===== src/rtl/de_operand_stage.sv =====
// -----------------------------------------------------------------------------
// de_operand_stage
//
// Decode -> Execute pipeline register. Captures both register-file read
// operands, the three register addresses, the extended immediate, the packed
// decode control word and a valid bit, with one cycle of latency.
//
// The register file writes on the rising edge and reads combinationally, so an
// operand read in the same cycle that writeback targets its register would be
// captured stale. This stage forwards writeback data into both the load path
// (decode addresses) and the held operands while stalled (E addresses).
// R15 is never forwarded: the register file supplies PC+8 for it.
//
// Per rising edge the priority is FLUSH_E > STALL_E > load. A flush loads an
// all-zero bubble; a stall holds every field except the held-operand forwarding.
//
// Ports:
//   CLK, RST_N                 clock (rising edge), async active-low reset
//   RA1_D, RA2_D, WA3_D        decode source / destination register addresses
//   RD1_D, RD2_D               register-file read data for RA1_D / RA2_D
//   EXTIMM_D, CTRL_D, VALID_D  extended immediate, control word, valid slot
//   WE3_W, RA3_W, WD3_W        writeback enable, destination and data
//   STALL_E, FLUSH_E           hazard-unit hold and bubble requests
//   RA1_E, RA2_E, WA3_E        registered addresses
//   RD1_E, RD2_E, EXTIMM_E     registered operands and immediate
//   CTRL_E, VALID_E            registered control word and valid
//   STALL_CNT, FLUSH_CNT       saturating performance counters
//
// Build option:
//   DE_OPERAND_STAGE_PERF_EN   when defined, STALL_CNT counts edges with a
//                              stall that is not overridden by a flush, and
//                              FLUSH_CNT counts edges with a flush; both
//                              saturate at all-ones. When undefined, both
//                              ports are tied to zero and no counter flops
//                              exist.
// -----------------------------------------------------------------------------
module de_operand_stage #(
  parameter int SIZE       = 32,
  parameter int AMOUNT_REG = 4,
  parameter int CTRL_W     = 16
) (
  input  logic                  CLK,
  input  logic                  RST_N,
  // Decode-side inputs
  input  logic [AMOUNT_REG-1:0] RA1_D,
  input  logic [AMOUNT_REG-1:0] RA2_D,
  input  logic [SIZE-1:0]       RD1_D,
  input  logic [SIZE-1:0]       RD2_D,
  input  logic [AMOUNT_REG-1:0] WA3_D,
  input  logic [SIZE-1:0]       EXTIMM_D,
  input  logic [CTRL_W-1:0]     CTRL_D,
  input  logic                  VALID_D,
  // Writeback port (same signals that drive the register file)
  input  logic                  WE3_W,
  input  logic [AMOUNT_REG-1:0] RA3_W,
  input  logic [SIZE-1:0]       WD3_W,
  // Hazard-unit control
  input  logic                  STALL_E,
  input  logic                  FLUSH_E,
  // Execute-side outputs
  output logic [AMOUNT_REG-1:0] RA1_E,
  output logic [AMOUNT_REG-1:0] RA2_E,
  output logic [AMOUNT_REG-1:0] WA3_E,
  output logic [SIZE-1:0]       RD1_E,
  output logic [SIZE-1:0]       RD2_E,
  output logic [SIZE-1:0]       EXTIMM_E,
  output logic [CTRL_W-1:0]     CTRL_E,
  output logic                  VALID_E,
  // Performance counters
  output logic [31:0]           STALL_CNT,
  output logic [31:0]           FLUSH_CNT
);

  // The program counter register; reads of it come from PC+8, not from a
  // stored value, so writeback data must never be forwarded into it.
  localparam logic [AMOUNT_REG-1:0] PC_REG = '1;

  // What the register does on the coming edge, already resolved by priority.
  typedef enum logic [1:0] {
    ACT_LOAD  = 2'd0,
    ACT_STALL = 2'd1,
    ACT_FLUSH = 2'd2
  } action_e;

  // All Execute-stage fields, kept together so a bubble is a single '0.
  typedef struct packed {
    logic [AMOUNT_REG-1:0] ra1;
    logic [AMOUNT_REG-1:0] ra2;
    logic [AMOUNT_REG-1:0] wa3;
    logic [SIZE-1:0]       rd1;
    logic [SIZE-1:0]       rd2;
    logic [SIZE-1:0]       extimm;
    logic [CTRL_W-1:0]     ctrl;
    logic                  valid;
  } e_regs_t;

  e_regs_t e_q;
  e_regs_t e_d;
  action_e action;

  // Forwarding qualifiers. The load path compares against the decode
  // addresses; the hold path compares against the captured addresses and only
  // matters when the held slot is a real instruction.
  logic load_byp1;
  logic load_byp2;
  logic hold_byp1;
  logic hold_byp2;

  assign load_byp1 = WE3_W && (RA3_W == RA1_D) && (RA1_D != PC_REG);
  assign load_byp2 = WE3_W && (RA3_W == RA2_D) && (RA2_D != PC_REG);
  assign hold_byp1 = WE3_W && e_q.valid && (RA3_W == e_q.ra1) && (e_q.ra1 != PC_REG);
  assign hold_byp2 = WE3_W && e_q.valid && (RA3_W == e_q.ra2) && (e_q.ra2 != PC_REG);

  // Flush dominates stall, stall dominates load.
  always_comb begin
    if (FLUSH_E) begin
      action = ACT_FLUSH;
    end else if (STALL_E) begin
      action = ACT_STALL;
    end else begin
      action = ACT_LOAD;
    end
  end

  // Next-state for the pipeline register.
  always_comb begin
    // NOTE: e_d is given a full default before any branch so every path
    // assigns it; a missed branch would otherwise infer a latch.
    e_d = e_q;
    unique case (action)
      ACT_FLUSH: begin
        e_d = '0;
      end
      ACT_STALL: begin
        // Held operands still pick up a writeback to their register,
        // otherwise the stalled instruction would leave with stale data.
        if (hold_byp1) e_d.rd1 = WD3_W;
        if (hold_byp2) e_d.rd2 = WD3_W;
      end
      default: begin
        e_d.ra1    = RA1_D;
        e_d.ra2    = RA2_D;
        e_d.wa3    = WA3_D;
        e_d.rd1    = load_byp1 ? WD3_W : RD1_D;
        e_d.rd2    = load_byp2 ? WD3_W : RD2_D;
        e_d.extimm = EXTIMM_D;
        e_d.ctrl   = CTRL_D;
        e_d.valid  = VALID_D;
      end
    endcase
  end

  // NOTE: state registers use non-blocking assignment so every flop samples
  // its inputs from before the edge, independent of process ordering.
  always_ff @(posedge CLK or negedge RST_N) begin
    if (!RST_N) begin
      e_q <= '0;
    end else begin
      e_q <= e_d;
    end
  end

  // Outputs come straight from flops: no input-to-output combinational path.
  assign RA1_E    = e_q.ra1;
  assign RA2_E    = e_q.ra2;
  assign WA3_E    = e_q.wa3;
  assign RD1_E    = e_q.rd1;
  assign RD2_E    = e_q.rd2;
  assign EXTIMM_E = e_q.extimm;
  assign CTRL_E   = e_q.ctrl;
  assign VALID_E  = e_q.valid;

`ifdef DE_OPERAND_STAGE_PERF_EN
  logic [31:0] stall_cnt_q;
  logic [31:0] flush_cnt_q;

  // A stall overridden by a flush on the same edge does not count as a stall.
  always_ff @(posedge CLK or negedge RST_N) begin
    if (!RST_N) begin
      stall_cnt_q <= '0;
      flush_cnt_q <= '0;
    end else begin
      if (FLUSH_E && (flush_cnt_q != '1)) begin
        flush_cnt_q <= flush_cnt_q + 32'd1;
      end
      if (STALL_E && !FLUSH_E && (stall_cnt_q != '1)) begin
        stall_cnt_q <= stall_cnt_q + 32'd1;
      end
    end
  end

  assign STALL_CNT = stall_cnt_q;
  assign FLUSH_CNT = flush_cnt_q;
`else
  assign STALL_CNT = 32'h0;
  assign FLUSH_CNT = 32'h0;
`endif

endmodule


===== config.mk =====
export PLATFORM = sky130hd
export DESIGN_NAME = de_operand_stage
export DESIGN_NICKNAME = d
export VERILOG_FILES = /design/src/rtl/de_operand_stage.sv
export SDC_FILE = /design/constraint.sdc
export NUM_CORES = 1
export LEC_CHECK = 0
export CAP_MARGIN = 25
export CORE_AREA = 2 2 138 140
export CTS_BUF_LIST = sky130_fd_sc_hd__clkbuf_8
export CTS_CLUSTER_SIZE = 28
export DETAILED_ROUTE_END_ITERATION = 8
export DIE_AREA = 0 0 140 142
export PLACE_DENSITY = 0.78
export SLEW_MARGIN = 10
export SYNTH_ARGS = -nofsm -noshare
export SYNTH_HDL_FRONTEND = slang
export SYNTH_SLANG_ARGS = --single-unit

===== constraint.sdc =====
create_clock -name CLK -period 4.9 [get_ports CLK]
set_input_delay 0.98 -clock CLK [delete_from_list [all_inputs] [get_ports CLK]]
set_output_delay 0.98 -clock CLK [all_outputs]
set_load 0.02 [all_outputs]

# Word level (Yosys, flattened, before mapping)
# Cells that the tools add are included.
dict set report classes {
  eq_ne 12
  mux 9
  n_reduce_logical 9
}
# operator count
set ops {}
lappend ops {{two-way mux 32 bit} 4}
lappend ops {{case mux 64 bit (2 select lines)} 1}
lappend ops {{case mux 49 bit (2 select lines)} 1}
lappend ops {{case mux 12 bit (2 select lines)} 1}
lappend ops {{equality test 4 bit} 4}
lappend ops {{!= test 4 bit, second input constant} 4}
lappend ops {{logical AND 1 bit} 9}
lappend ops {{!= test 2 bit, second input constant} 2}
lappend ops {{equality test 2 x 1 -> 1 bit, second input constant} 1}
lappend ops {{equality test 2 bit, second input constant} 1}
lappend ops {{two-way mux 2 bit} 1}
lappend ops {{two-way mux 1 bit} 1}
dict set report word_totals {
  regBits 125
  inputBits 166
}

# Longest topological paths before layout
dict set report depth {
  word_depth 5
  depth_mapped 8
}

# Worst setup path before layout
# No wires, ideal clock.
dict set report synth_path {
  kind {input to register}
  startpoint {input RA3_W[0]}
  endpoint {register e_q (netlist bit RD2_E[22])}
  setup_ps 127
  stages 7
  path_buffers 2
  setup_slack_ps 2491
  t_required_ps 4773
  t_arrival_ps 2282
  cell_sequence {buf_2 xnor2_1 nand3_1 o41a_1 clkbuf_1 a221oi_1 nor2_1}
}
dict set report synth_between {
  elab_chain_cells 5
}
# item line
set synth_lines {}
lappend synth_lines {{start: declaration} 55} ;# input logic [AMOUNT_REG-1:0] RA3_W,
lappend synth_lines {{equality test 4 bit} 110} ;# assign load_byp2 = WE3_W && (RA3_W == RA2_D) && (RA2_D != PC_REG);
lappend synth_lines {{logical AND 1 bit (2 in series)} 110}
lappend synth_lines {{two-way mux 32 bit} 145} ;# e_d.rd2 = load_byp2 ? WD3_W : RD2_D;
lappend synth_lines {{case mux 64 bit (2 select lines)} 130} ;# unique case (action)
lappend synth_lines {{end signal: assignment} 157} ;# e_q <= '0;
lappend synth_lines {{end signal: assignment} 159} ;# e_q <= e_d;
lappend synth_lines {{end: declaration} 97} ;# e_regs_t e_q;
# Parallel ways exist; a longest one is shown, timed or not.
# A chain may end at the register's enable or synchronous reset.

# Worst setup path in the final report
dict set report layout_path {
  startpoint {input RA3_W[2]}
  endpoint {register e_q (netlist bit RD2_E[21])}
}
# The elaborated chain is that of the path after synthesis.

==> summary.md <==
| Metric | Value |
|---|---|
| Slew margin rel. | `34.32%` |
| Initial antenna violation count | `1` |
| Final Cycle Share | `60.30%` |
| Die Span Y | `142 um` |
| Final setup fails | `0` |
| CP Capture Type | `flop` |
| Max Freq | `0.3384 GHz` |
| CTS resizes | `0` |
| Maximum VDD drop | `156.9 uV` |
| Routed Antenna Nets | `0` |
| Fin crit period | `2955 ps` |
| Leakage | `4.303 nW` |
| Global route total overflow | `0` |
| Sequential element share of the synthesized area | `46.84%` |
| Final wirelength | `22,180 um` |
| CP peak stage delay | `780 ps` |
| Post-CTS Setup Repair Bufs | `0` |
| Core ar. | `0.01846 mm^2` |
| DRC | `22` |
| Clock latency on the worst-skew pair | `450 ps` |
| DP Wirelength | `15,560 um` |
| First-pass DRT Iterations | `8` |
| DR vias/cell | `5.162` |
| Wire length per cell | `18.39 um` |
| WHS | `498.9 ps` |
| Dpl ws | `1491 ps` |
| Post-synthesis area per instance | `9.499 um^2` |
| CTS tree | `built` |
| Crit path buffers/inverters | `1` |
| Power, Total | `2.933 mW` |
| Clk_skew | `10.06 ps` |
| Top delay family on crit path | `compound AO/OA/AOI/OAI gates` |
| Worst EP required | `5270 ps` |
| P&R area growth vs syn | `48.62%` |
| First-pass GRT wire length | `33,700 um` |
| RSZ-0062 raised after global routing | `false` |
| Final GP Congestion | `0.8035` |
| Cells after Synth | `703` |
| Worst hold path type | `reg2reg` |
| Nets@finish | `1,125` |
| Clk buf depth | `2` |
| Vias in the first global route | `5,963` |
| CTS buffer count | `17` |
| Critical-path cell list | `clkdlybuf4s50_1 -> nand3_1 -> a21o_1 -> a21boi_4 -> a221oi_1 -> nor2_1` |
| IO buf count | `290` |
| CP max-delay cell | `a21boi_4` |
| Worst EP arrival | `3320 ps` |
| Max Transition Viols Final | `0` |
| Final Hold Vio Count | `0` |
| Root Driver | `clkbuf_8` |
| Clock sink total | `125` |
| Via count | `6,225` |
| Clk slew on worst S/H paths | `80 ps` |
| Fill cells | `1,636` |
| Synth cell types | `30` |
| Largest net degree at the start of global routing | `95` |
| CTS H-tree depth | `4` |
| Pwr/cell area | `295.5 mW/mm^2` |
| Hold-fix buffers, CTS | `0` |
| FF+latch count, synth | `125` |
| IO Pins | `355` |
| Worst Slack Setup Final | `1945 ps` |
| ANT cells | `0` |
| Initial core utilization | `36.18%` |
| Overall routing resource usage | `21.93%` |
| Synth Cell Area | `0.006678 mm^2` |
| WS Path Type | `in2reg` |
| Ys Warns | `0` |
| CP Launch Type | `input port` |
| Die width | `140 um` |
| Critical path peak fanout | `32` |
| Status | `finished with violations` |
| Initial DRC count | `424` |
| Failing checks | `DRC` |
| FP Rows | `50` |
| Layout cell share with drive strength beyond 1 | `5.761%` |
| Die ar. | `0.01988 mm^2` |
| MaxCap Viol Count | `0` |
| Setup TNS | `0 ps` |
| Slew @ Worst Pin | `982.8 ps` |
sequential cells by signal, indices dropped and copies added, names as in the netlist:
name / count
EXTIMM_E: 32
RD1_E: 32
RD2_E: 32
CTRL_E: 16
RA1_E: 4
RA2_E: 4
WA3_E: 4
VALID_E: 1
area by class of cell:
type                    instances  area (um^2)  share of cell area [%]
multi-input cells             513         3064                   30.87
inverters                       1        3.754                 0.03782
repair buffers                301         3019                   30.42
clock inverters                13        155.1                   1.563
well taps                     234        292.8                   2.950
flip-flops and latches        125         3128                   31.52
clock buffers                  19        261.5                   2.635
cell families (layout without fill, tap and decap cells):
group,after synthesis,in the layout,synth area share (%)
muxes,61,61,9.144
buffers and inverters,128,334,11.43
AOI/OAI and AO/OA,137,137,16.86
and+or+nand+nor,238,238,13.96
xor gates and xnor gates,13,13,1.705
other,1,64,0.05616
DFF,125,125,46.84
metrics by stage:
step	util, %	instance area (um^2)	std cells
after floorplan	-	6914	766
after global placement	51.22	9453	1172
after detailed placement	51.37	9480	1173
after CTS	53.63	9897	1205
after global routing	53.78	9925	1206
final	53.78	9925	1206
metal layers:
metal / vias to the layer above / wire length (um) / track usage [%] / part of all wire [%]
met5: - / 0 / 0 / 0
met4: 0 / 610 / 9.038 / 2.8
met3: 42 / 1657 / 4.744 / 7.5
met2: 302 / 11250 / 38.27 / 51
met1: 2974 / 8661 / 26.46 / 39
li1: 2907 / - / - / -
worst register-to-register path, delay by kind of cell (launching register included):
family                 cells  cell delay (ps)
AO/OA/AOI/OAI              2              910
XOR/XNOR                   1              140
buffers and inverters      1              320
flip-flops                 1              420
AND/OR/NAND/NOR            2              240
cell usage after synthesis (all sizes together):
cell type / count / area (um^2)
a21boi: 1 / 7.510
a21o: 2 / 15.01
a21oi: 5 / 25.02
a221oi: 31 / 271.5
a31o: 1 / 8.760
a31oi: 32 / 200.2
a32oi: 31 / 271.5
a41oi: 31 / 271.5
and2: 3 / 18.77
and4: 3 / 26.28
buf: 91 / 624.3
clkbuf: 36 / 135.1
conb: 1 / 3.750
dfrtp: 125 / 3128
inv: 1 / 3.750
mux2i: 61 / 610.6
nand2: 32 / 120.1
nand3: 5 / 25.02
nor2: 192 / 720.7
nor2b: 1 / 6.260
o41a: 1 / 11.26
o41ai: 2 / 43.80
or2: 1 / 6.260
or3b: 1 / 8.760
xnor2: 8 / 70.07
xor2: 5 / 43.79
final timing paths:
| path | start | to | slack, ps | cells past startpoint |
|---|---|---|---|---|
| max | RA3_W[2] | RD2_E[21] | 1950 | 6 |
| min | RD2_E[6] | RD2_E[6] | 500 | 2 |
| max reg2reg | RA2_E[0] | RD2_E[9] | 2740 | 6 |
| min reg2reg | RD2_E[6] | RD2_E[6] | 500 | 2 |
| max in group asynchronous | RST_N | RD1_E[30] | 3230 | 2 |
| min in group asynchronous | RST_N | RD1_E[25] | 610 | 1 |
report_power, final:
| group | leakage, nW | total (mW) | internal (mW) | switching [mW] |
|---|---|---|---|---|
| Clock | 0.202 | 0.966 | 0.491 | 0.475 |
| Sequential | 1.60 | 1.17 | 1.12 | 0.0531 |
| Combinational | 2.51 | 0.795 | 0.367 | 0.428 |
cell usage in the layout, fill, tap and decap left out, types with 2 or more instances in the layout:
master / count
a21o_1: 2
a21oi_1: 5
a221oi_1: 31
a31oi_1: 32
a32oi_1: 31
a41oi_1: 31
and2_1: 3
and4_1: 2
buf_16: 2
buf_4: 10
bufinv_16: 2
clkbuf_8: 19
clkdlybuf4s50_1: 287
clkinv_4: 3
clkinvlp_4: 3
conb_1: 64
dfrtp_1: 125
inv_6: 4
mux2i_1: 61
nand2_1: 32
nand3_1: 5
nor2_1: 190
o41ai_4: 2
xnor2_1: 8
xor2_1: 5
No activity file was read; power rests on OpenSTA's default activity.
